`src/rtl/io_bridge_pkg.sv`:
```
// Shared constants for the memory-mapped I/O bridge: register offsets,
// STATUS bit positions and reset values.
package io_bridge_pkg;

  localparam logic [4:0] OFF_PORT_OUT  = 5'h00;
  localparam logic [4:0] OFF_PORT_IN   = 5'h04;
  localparam logic [4:0] OFF_IN_EDGE   = 5'h08;
  localparam logic [4:0] OFF_TIMER     = 5'h0C;
  localparam logic [4:0] OFF_TIMER_CMP = 5'h10;
  localparam logic [4:0] OFF_STATUS    = 5'h14;

  localparam int ST_MATCH  = 0;
  localparam int ST_IRQ_EN = 1;

  localparam logic [31:0] TIMER_CMP_RST = 32'hFFFF_FFFF;

  // Word-aligned offset inside the 32-byte window; byte lanes are ignored.
  function automatic logic [4:0] regOffset(input logic [31:0] addr);
    return {addr[4:2], 2'b00};
  endfunction

endpackage

```
`src/rtl/port_in_sync.sv`:
```
// Two-flop synchronizer for the external input port plus a history flop
// used to detect rising edges on the synchronized value.
module port_in_sync #(
  parameter int WIDTH = 8
) (
  input  logic             clk,
  input  logic             reset,
  input  logic [WIDTH-1:0] asyncIn,
  output logic [WIDTH-1:0] sync,
  output logic [WIDTH-1:0] rise
);

  logic [WIDTH-1:0] metaQ;
  logic [WIDTH-1:0] syncQ;
  logic [WIDTH-1:0] prevQ;

  always_ff @(posedge clk or negedge reset) begin
    if (!reset) begin
      metaQ <= '0;
      syncQ <= '0;
      prevQ <= '0;
    end else begin
      metaQ <= asyncIn;
      syncQ <= metaQ;
      prevQ <= syncQ;
    end
  end

  assign sync = syncQ;
  assign rise = syncQ & ~prevQ;

endmodule

```
`src/rtl/io_port_bridge.sv`:
```
// Memory-mapped I/O bridge on the single-cycle data bus: output port, synchronized
// input port with sticky edge flags, and a free-running timer with compare interrupt.
module io_port_bridge
  import io_bridge_pkg::*;
#(
  parameter logic [31:0] BASE_ADDR = 32'h1001_0000,
  parameter int          IN_WIDTH  = 8,
  parameter int          OUT_WIDTH = 32
) (
  input  logic                 clk,
  input  logic                 reset,
  input  logic [31:0]          Address,
  input  logic [31:0]          WriteData,
  input  logic                 MemWrite,
  input  logic                 MemRead,
  output logic [31:0]          ReadData,
  output logic                 Hit,
  input  logic [IN_WIDTH-1:0]  PortIn,
  output logic [OUT_WIDTH-1:0] PortOut,
  output logic                 Irq
);

  logic [OUT_WIDTH-1:0] portOutQ;
  logic [IN_WIDTH-1:0]  inEdgeQ;
  logic [31:0]          timerQ;
  logic [31:0]          timerCmpQ;
  logic                 matchQ;
  logic                 irqEnQ;
  logic                 irqQ;

  logic [IN_WIDTH-1:0]  inSync;
  logic [IN_WIDTH-1:0]  inRise;
  logic [4:0]           offset;
  logic                 wrEn;
  logic                 timerEq;
  logic [31:0]          rdWord;
  logic                 unusedAddrBits;

  port_in_sync #(.WIDTH(IN_WIDTH)) uSync (
    .clk     (clk),
    .reset   (reset),
    .asyncIn (PortIn),
    .sync    (inSync),
    .rise    (inRise)
  );

  assign Hit            = (Address[31:5] == BASE_ADDR[31:5]);
  assign offset         = regOffset(Address);
  assign wrEn           = MemWrite & Hit;
  assign timerEq        = (timerQ == timerCmpQ);
  assign unusedAddrBits = ^Address[1:0];

  always_ff @(posedge clk or negedge reset) begin
    if (!reset) begin
      portOutQ <= '0;
      timerCmpQ <= TIMER_CMP_RST;
    end else if (wrEn) begin
      if (offset == OFF_PORT_OUT)  portOutQ  <= WriteData[OUT_WIDTH-1:0];
      if (offset == OFF_TIMER_CMP) timerCmpQ <= WriteData;
    end
  end

  // A new edge wins over a W1C of the same bit in the same cycle.
  always_ff @(posedge clk or negedge reset) begin
    if (!reset) begin
      inEdgeQ <= '0;
    end else if (wrEn && offset == OFF_IN_EDGE) begin
      inEdgeQ <= (inEdgeQ & ~WriteData[IN_WIDTH-1:0]) | inRise;
    end else begin
      inEdgeQ <= inEdgeQ | inRise;
    end
  end

  always_ff @(posedge clk or negedge reset) begin
    if (!reset) begin
      timerQ <= '0;
    end else if (wrEn && offset == OFF_TIMER) begin
      timerQ <= WriteData;
    end else begin
      timerQ <= timerQ + 32'd1;
    end
  end

  // match compares the current TIMER, so it still sets on a cycle that reloads TIMER.
  always_ff @(posedge clk or negedge reset) begin
    if (!reset) begin
      matchQ <= 1'b0;
      irqEnQ <= 1'b0;
      irqQ   <= 1'b0;
    end else begin
      irqQ <= matchQ & irqEnQ;
      if (wrEn && offset == OFF_STATUS) begin
        matchQ <= (matchQ & ~WriteData[ST_MATCH]) | timerEq;
        irqEnQ <= WriteData[ST_IRQ_EN];
      end else begin
        matchQ <= matchQ | timerEq;
      end
    end
  end

  always_comb begin
    rdWord = '0;
    case (offset)
      OFF_PORT_OUT:  rdWord[OUT_WIDTH-1:0] = portOutQ;
      OFF_PORT_IN:   rdWord[IN_WIDTH-1:0]  = inSync;
      OFF_IN_EDGE:   rdWord[IN_WIDTH-1:0]  = inEdgeQ;
      OFF_TIMER:     rdWord                = timerQ;
      OFF_TIMER_CMP: rdWord                = timerCmpQ;
      OFF_STATUS: begin
        rdWord[ST_MATCH]  = matchQ;
        rdWord[ST_IRQ_EN] = irqEnQ;
      end
      default:       rdWord = '0;
    endcase
  end

  assign ReadData = (MemRead && Hit) ? rdWord : 32'h0;
  assign PortOut  = portOutQ;
  assign Irq      = irqQ;

endmodule

```
`config.mk`:
```
export PLATFORM = sky130hd
export DESIGN_NAME = io_port_bridge
export DESIGN_NICKNAME = d
export VERILOG_FILES = /design/src/rtl/io_bridge_pkg.sv /design/src/rtl/port_in_sync.sv /design/src/rtl/io_port_bridge.sv
export SDC_FILE = /design/constraint.sdc
export NUM_CORES = 1
export LEC_CHECK = 0
export ABC_AREA = 1
export CORE_ASPECT_RATIO = 1.1
export CORE_MARGIN = 3
export CORE_UTILIZATION = 45
export DETAILED_ROUTE_END_ITERATION = 12
export MAX_ROUTING_LAYER = met4
export PLACE_DENSITY = 0.75
export SETUP_SLACK_MARGIN = 0.4
export SYNTH_ARGS = -nofsm -noshare
export SYNTH_HDL_FRONTEND = slang
export SYNTH_HIERARCHICAL = 1
export SYNTH_SLANG_ARGS = --single-unit
```
`constraint.sdc`:
```
create_clock -name clk -period 1.89 [get_ports clk]
set_input_delay 0.2835 -clock clk [delete_from_list [all_inputs] [get_ports clk]]
set_output_delay 0.2835 -clock clk [all_outputs]
set_load 0.02 [all_outputs]
```
After elaboration in Yosys (flattened, before gate mapping)
Cells that the tools add are included.
{ "word_totals": {"register_bits": 131, "input_bits": 76, "wordCells": 44} }
{ "classes": {"muxes": 7, "eq_ne": 7, "add_sub_neg": 1, "n_bitwise": 12, "reduce_logical": 7} }
{ "ops": {"columns": ["cell", "count"], "rows": [
  ["24-bit case mux with 3 select lines", 1],
  ["32-bit two-way mux", 2],
  ["32-bit by 1-bit adder with 32-bit output, second input constant", 1],
  ["32-bit == test", 1],
  ["6-bit case mux with 5 select lines", 1],
  ["27-bit by 24-bit == test with 1-bit output, second input constant", 1],
  ["8-bit bitwise AND", 2],
  ["8-bit NOT", 2],
  ["8-bit OR", 2],
  ["2-bit case mux with 6 select lines", 1],
  ["8-bit two-way mux", 1],
  ["3-bit by 2-bit == test with 1-bit output, second input constant", 2],
  ["3-bit == test, second input constant", 2],
  ["5-bit logical NOT", 1],
  ["1-bit logical AND", 4],
  ["2-bit AND reduction", 2],
  ["1-bit bitwise AND", 3],
  ["3-bit by 1-bit == test with 1-bit output, second input constant", 1],
  ["1-bit OR", 2],
  ["1-bit two-way mux", 1],
  ["1-bit NOT", 1]
]} }

Depth between registers and ports, before layout
Gate-level depths: netlist (run 1).
{ "depth": {"word_depth": 4, "mapped_depth": 11, "depth_no_buf": 11} }

Hierarchy
Netlist (run 1), hierarchy kept.
{ "by_module_without_submodules": {"columns": ["module", "area_each_um2", "cells_per_inst", "n_inst"], "rows": [
  ["io_port_bridge", 6516.2, 934, 1],
  ["port_in_sync", 680.7, 40, 1]
]} }

Worst setup path after synthesis (run 1)
OpenSTA, ideal clock, no wires.
{ "synth_timing": {"kind": "in2out", "from": "in Address[12]", "to": "out ReadData[12]", "slack_ns": 0.121, "arrival_ns": 1.486, "path_stages": 10, "required_time_ns": 1.607, "path_cell_list": "nor2_1 nand2_1 nor2_1 nand2_1 nor2_8 nand2_4 inv_2 nand2_2 buf_6 nor2_1"} }
{ "synth_via": {"elab_chain_cells": 3} }
{ "synth_rtl": {"columns": ["item", "line", "text"], "rows": [
  ["start, declared", "io_port_bridge.sv:12", "input logic [31:0] Address,"],
  ["27-bit by 24-bit == test with 1-bit output", "io_port_bridge.sv:47", "assign Hit = (Address[31:5] == BASE_ADDR[31:5]);"],
  ["1-bit logical AND", "io_port_bridge.sv:117", "assign ReadData = (MemRead && Hit) ? rdWord : 32'h0;"],
  ["32-bit two-way mux", "io_port_bridge.sv:117", null],
  ["end, declared", "io_port_bridge.sv:16", "output logic [31:0] ReadData,"]
]} }
No other way between the ends.

Worst setup path in the final report (run 1)
{ "layout_timing": {"from": "in Address[3]", "to": "out ReadData[3]"} }
{ "layout_via": {"elab_chain_cells": 3, "word_cells_on_any_way": 7} }
{ "layout_rtl": {"columns": ["item", "line", "text"], "rows": [
  ["3-bit == test, or another cell as far along", "io_port_bridge.sv:103", "case (offset)"],
  ["6-bit case mux with 5 select lines *", "io_port_bridge.sv:103", null],
  ["32-bit two-way mux *", "io_port_bridge.sv:117", null]
]} }
Mark *: on every way between the ends. The rest lies on a longest branch, timed or not.

==> run_results.csv, run 1 <==
group,metric,value,unit
timing,drv_slew,0,
grt,grt_pass1_vias,7946,
timing,worst_slew_margin_rel,73.3,%
hold_path,hold_class,"input pin to flip-flop",
place,hpwl,15.6,mm
floorplanning,die_h,139,um
status,violations,"design-rule violations, negative setup slack",
drt,avgRoutedWirePerCell,25.5,um
yosys,yosys_warnings,6,
timing,tightestPinTransition,0.400,ns
setup_path,cp_max_fo,3,
final_layout,fillers,677,
power_and_ir_drop,p_leak,6.28,nW
setup_path,path_class,"input pin to primary output",
final_layout,drive_gt1_share,51.3,%
final_layout,num_antenna_cells,0,
yosys,netlist_area,0.00720,sq mm
clocking,insertion_delay,0.43,ns
grt,grt_overflow,0,
final_layout,multi_input_area,0.00512,sq mm
drt,antenna_left,0,
floorplanning,die_w,127,um
drt,dr.pass1.iters,12,
timing,hold_violations,0,
setup_path,startpoint_type,"input pin",
grt,antenna_found_initial,0,
yosys,yosysUniqueCellTypes,31,
final_layout,syn_to_final_growth,82.2,%
final_layout,seq_area,0.00333,sq mm
floorplanning,coreArea,0.0153,sq mm
clocking,clk_pin_slew_worst_paths,0.06,ns
grt,grt_usage,30.6,%
yosys,synth-seq-cells,131,
clocking,cts_sinks,131,
timing,worst_slack,-0.131,ns
yosys,syn_nets,1051,
setup_path,crit_arrival,1.74,ns
setup_path,required,1.61,ns
clocking,cts_max_path_buffers,2,
yosys,syn_area_per_cell,7.39,sq um
power_and_ir_drop,irDropWorstVdd,0.559,mV
yosys,syn_inst,974,
setup_path,endpoint_kind,"primary output",
timing,fmax,0.495,GHz
place,globalplace.congestion,0.965,
drt,drt_drc_violations_left,2,
final_layout,final_area,0.0131,sq mm
place,port-buffer-count,139,
floorplanning,die-area,0.0175,sq mm
drt,via_count,9148,
power_and_ir_drop,powerDensity,505,mW/mm^2
timing,setup_viol,3,
timing,grt_setup_unrepaired,"yes",
final_layout,num-nets-final,1325,
drt,routed_wl,37.2,mm
floorplanning,start_util,46.9,%
timing,finClkSkew,0.0126,ns
clocking,cts_tree,"yes",
drt,drt-initial-drc-count,1246,
floorplanning,row_count,47,
clocking,numCtsBuffers,17,
final_layout,post-route-util,85.4,%
clocking,cts_root_buf,"clkbuf_16",
yosys,yosysSeqAreaShare,46.1,%
clocking,htree_levels,4,
run,drv_cap,0,
grt,grt_max_degree,67,
status,outcome,"finished with violations",
grt,grt_pass1_wl,41.6,mm
timing,period_needed,2.02,ns
place,placed_cell_area,0.00949,sq mm
timing,timing.final.crit_share,107,%
drt,via_per_inst,6.28,
floorplanning,ios,142,
[flip-flops by register name (all words and copies together) (netlist names)]
register	flops
irqEnQ	1
uSync/metaQ	8
timerQ	32
uSync/sync	8
matchQ	1
inEdgeQ	8
timerCmpQ	32
uSync/prevQ	8
PortOut	32
Irq	1
[Yosys cell counts]
cell type,instances,area (sq um)
ha_1,1,12.5
o2bb2ai_1,1,8.76
nor2_2,11,68.8
nand3_4,3,52.6
nand2_1,338,1270
o21ai_2,4,35.0
inv_1,103,387
xor2_1,14,123
nand3_2,2,20.0
xnor2_1,28,245
buf_6,8,90.1
nor3_1,2,10.0
o22ai_1,3,18.8
a21oi_1,20,100
nor2_8,1,20.0
inv_2,5,18.8
nand3_1,31,155
nand2_4,1,11.3
nand2_2,1,6.26
clkbuf_1,6,22.5
nand3b_1,3,22.5
nor2_1,111,417
dfrtp_1,99,2480
o21ai_1,55,275
a31oi_1,4,25.0
o21ai_0,51,255
nand4_1,16,100
o211ai_1,2,15.0
dfstp_2,32,841
buf_2,16,80.1
buf_4,2,15.0
[where the power goes]
part | internal (mW) | switching [mW]
Combinational | 0.239 | 0.334
Sequential | 2.83 | 0.0140
Clock | 1.86 | 1.34
Total | 4.94 | 1.69
[through the flow]
step	power, mW	std cells	worst slack, ns	TNS, ns	hold slack (ns)
floorplan	3.01	974	0.228	0	-0.0121
global placement	3.32	1338	-0.861	-55.86	0.334
detailed placement	3.33	1338	-0.905	-62.00	0.335
CTS	6.42	1428	0.0342	0	0.290
global route	6.74	1457	-0.133	-0.484	0.282
finish	6.62	1457	-0.131	-0.240	0.289
[area by class of cell]
class / count / share of cell area [%]
multi-input cells: 705 / 39.0
repair buffers: 285 / 26.0
flip-flops and latches: 131 / 25.4
clock buffers: 22 / 3.54
inverters: 108 / 3.52
well taps: 196 / 1.87
clock inverters: 10 / 0.649
[worst paths after layout]
path / slack [ns] / depth (start not counted) / startpoint / end
max: -0.13 / 12 / Address[3] / ReadData[3]
max reg2reg: 0.05 / 12 / timerQ[0]$_DFF_PN0_ / timerQ[20]$_DFF_PN0_
min in group asynchronous: 0.41 / 3 / reset / PortOut[6]$_DFFE_PN0P_
min reg2reg: 0.34 / 0 / uSync/metaQ[5]$_DFF_PN0_ / uSync/sync[5]$_DFF_PN0_
min: 0.29 / 1 / PortIn[4] / uSync/metaQ[4]$_DFF_PN0_
max in group asynchronous: 1.11 / 3 / reset / timerCmpQ[26]$_DFFE_PN1P_
[cells by family after synthesis]
group,share of synthesized area (%)
flip-flops,46.1
AND/OR/NAND/NOR,29.9
XOR/XNOR,5.11
buffers and inverters,8.52
adder cells (fa/ha/maj),0.174
AO/OA/AOI/OAI,10.2
[layer usage]
layer  global-route usage [%]  up-vias  share of wire, %
met5                        -        -                 0
met4                     12.2        0               8.0
met3                     6.28      292                12
met2                     49.6      847                47
met1                     37.5     4381                33
li1                         -     3628                 -
[cells in the final DEF (no fill, tap or decap), types with 41 or more instances in the layout]
master / Yosys / routed
nand2_1: 338 / 200
dfrtp_1: 99 / 91
inv_1: 103 / 90
nand2_4: 1 / 76
o21ai_2: 4 / 74
buf_4: 2 / 70
buf_6: 8 / 64
nand2_2: 1 / 61
nor2_1: 111 / 46
clkdlybuf4s50_1: 0 / 42
nor2_4: 0 / 41
[critical path: stages]
cell	delay, ns
buf_6	0.10
buf_6	0.11
nor2_4	0.07
inv_2	0.07
nor2_4	0.15
buf_4	0.16
buf_4	0.11
nand2_1	0.04
o21ai_0	0.10
nor2_1	0.13
a21oi_1	0.22
buf_4	0.19
[timing repair]
action / 4_1_cts / 5_1_grt
endpoints found under the hold margin: 99 / 0
cloned: 13 / 13
resized for setup: 439 / 445
pin swaps: 51 / 80
hold buffers: 1 / 0
buffers inserted: 44 / 16
endpoints found under the setup margin: 172 / 153
Power figures use the tool's default switching activity.
==> inputs of run 2 (changes only) <==
--- a/config.mk
+++ b/config.mk
@@ -17,3 +17,4 @@
 export SYNTH_HDL_FRONTEND = slang
 export SYNTH_HIERARCHICAL = 1
 export SYNTH_SLANG_ARGS = --single-unit
+export TNS_END_PERCENT = 20
==> run 2 against run 1 <==
Against the previous run: the flow now finishes without violations; via count down 21%; sequential share of layout area up 4.9 points; critical path depth down 1; first-iteration DRC count down 48%; final area down 16%; sequential power about the same; routed wire length down 38%; clock skew down 0.0057 ns; power up 9.5%; die area unchanged; largest cell class unchanged; fmax up 12%; register-to-register slack better by 0.20 ns.
==> run_results.csv, run 2 (synthesis gave the netlist of run 1 again) <==
group,metric,value,unit
final_layout,num_antenna_cells,0,
power_and_ir_drop,p_comb_share,6.8,%
power_and_ir_drop,fin_total_pwr,7.25,mW
power_and_ir_drop,irDropWorstVdd,0.591,mV
hold_path,hold_class,"input pin to flip-flop",
run,drv_cap,0,
timing,setup_viol,0,
grt,antenna_found_initial,0,
final_layout,fillers,1144,
floorplanning,row_count,47,
drt,dr.pass1.iters,6,
setup_path,path_class,"input pin to primary output",
clocking,cts_sinks,131,
place,hpwl,15.0,mm
power_and_ir_drop,swShare,21.7,%
setup_path,startpoint_type,"input pin",
setup_path,cp_max_fo,6,
drt,via_count,7259,
drt,via_per_inst,5.17,
floorplanning,coreArea,0.0153,sq mm
setup_path,crit_arrival,1.52,ns
timing,tightestPinTransition,0.575,ns
power_and_ir_drop,internal_power,5.68,mW
timing,finalSetupTns,0,ns
clocking,cts_tree,"yes",
setup_path,required,1.61,ns
timing,finClkSkew,0.00689,ns
grt,grt_pass1_wl,36.8,mm
timing,period_needed,1.80,ns
clocking,numCtsBuffers,17,
final_layout,drive_gt1_share,30.7,%
timing,hold_ws,0.295,ns
power_and_ir_drop,powerDensity,661,mW/mm^2
final_layout,num-nets-final,1272,
drt,avgRoutedWirePerCell,16.3,um
power_and_ir_drop,p_leak,4.83,nW
final_layout,final_cell_mix,"nand2_1, dfrtp_1, inv_1",
clocking,htree_levels,4,
timing,timing.final.crit_share,95.2,%
clocking,cts_max_path_buffers,2,
final_layout,layout_commonest_cell,"nand2_1",
power_and_ir_drop,power_frac_seq,39.3,%
place,globalplace.congestion,0.953,
clocking,clk_pin_slew_worst_paths,0.06,ns
power_and_ir_drop,clkPwrFrac,54.0,%
floorplanning,die-area,0.0175,sq mm
drt,drt-initial-drc-count,650,
floorplanning,die_w,127,um
timing,grt_setup_unrepaired,"yes",
timing,worst_slew_margin_rel,61.6,%
floorplanning,die_h,139,um
clocking,insertion_delay,0.42,ns
status,outcome,"finished, final reports clean",
drt,antenna_left,0,
grt,grt_pass1_vias,7209,
grt,grt_max_degree,101,
floorplanning,start_util,46.9,%
power_and_ir_drop,p_switching,1.57,mW
grt,grt_usage,26.9,%
floorplanning,ios,142,
grt,grt_overflow,0,
setup_path,endpoint_kind,"primary output",
drt,routed_wl,22.9,mm
timing,fmax,0.556,GHz
timing,drv_slew,0,
final_layout,syn_to_final_growth,52.5,%
clocking,cts_root_buf,"clkbuf_16",
timing,hold_violations,0,
drt,drt_drc_violations_left,0,
place,port-buffer-count,139,
[run 2: metrics by stage]
step / cell area, sq um / setup slack, ns / std cells / util [%]
floorplan: 7450 / 0.206 / 974 / -
global placement: 9380 / -0.869 / 1328 / 61.1
detailed placement: 9380 / -0.875 / 1328 / 61.1
CTS: 10600 / 0.0827 / 1392 / 69.2
global route: 11000 / 0.00489 / 1404 / 71.5
finish: 11000 / 0.0905 / 1404 / 71.5
[run 2: power groups by stage]
stage / Sequential, mW / Clock (mW) / Combinational [mW]
final: 2.85 / 3.91 / 0.490
after global routing: 2.85 / 4.07 / 0.530
after CTS: 2.85 / 3.94 / 0.468
after detailed placement: 2.90 / 0 / 0.425
after global placement: 2.89 / 0 / 0.421
after floorplan: 2.89 / 0 / 0.118
[run 2: routing by layer]
layer  wire length, um  GRT usage (%)  part of all wire [%]
met1              9760           35.3                    43
met2             11200           43.0                    49
met3              1510           4.55                   6.6
met4               482           8.13                   2.1
met5                 0              -                     0
[run 2: path summary, 6_finish.rpt]
| kind | cells past startpoint | slack (ns) | endpoint | from |
|---|---|---|---|---|
| max | 11 | 0.09 | ReadData[9] | Address[9] |
| min | 1 | 0.30 | uSync/metaQ[1]$_DFF_PN0_ | PortIn[1] |
| max reg2reg | 10 | 0.25 | timerQ[21]$_DFF_PN0_ | timerQ[3]$_DFF_PN0_ |
| min reg2reg | 0 | 0.35 | uSync/sync[7]$_DFF_PN0_ | uSync/metaQ[7]$_DFF_PN0_ |
| max in group asynchronous | 3 | 0.97 | timerCmpQ[19]$_DFFE_PN1P_ | reset |
| min in group asynchronous | 3 | 0.45 | PortOut[4]$_DFFE_PN0P_ | reset |
[run 2: cell type report]
class / count / area [sq um] / share of cell area [%]
multi-input cells: 704 / 3890 / 35.5
inverters: 108 / 443 / 4.04
clock inverters: 15 / 277 / 2.52
repair buffers: 233 / 2360 / 21.5
clock buffers: 17 / 425 / 3.88
flip-flops and latches: 131 / 3330 / 30.3
well taps: 196 / 245 / 2.24
[run 2: critical path: stages]
cell	delay [ns]
buf_2	0.10
nor2_1	0.09
nand2_1	0.10
nor2_4	0.12
nand2_4	0.08
nor2_8	0.12
nand2_8	0.11
inv_12	0.12
nand2_8	0.12
nor2_4	0.14
buf_6	0.12
[run 2: what timing repair did]
item,in CTS,in global routing
pin swaps,48,25
gates cloned,6,0
endpoints found under the setup margin,172,110
gates resized for setup,394,74
hold buffers,1,0
setup buffers,25,12
hold endpoints to repair,99,0
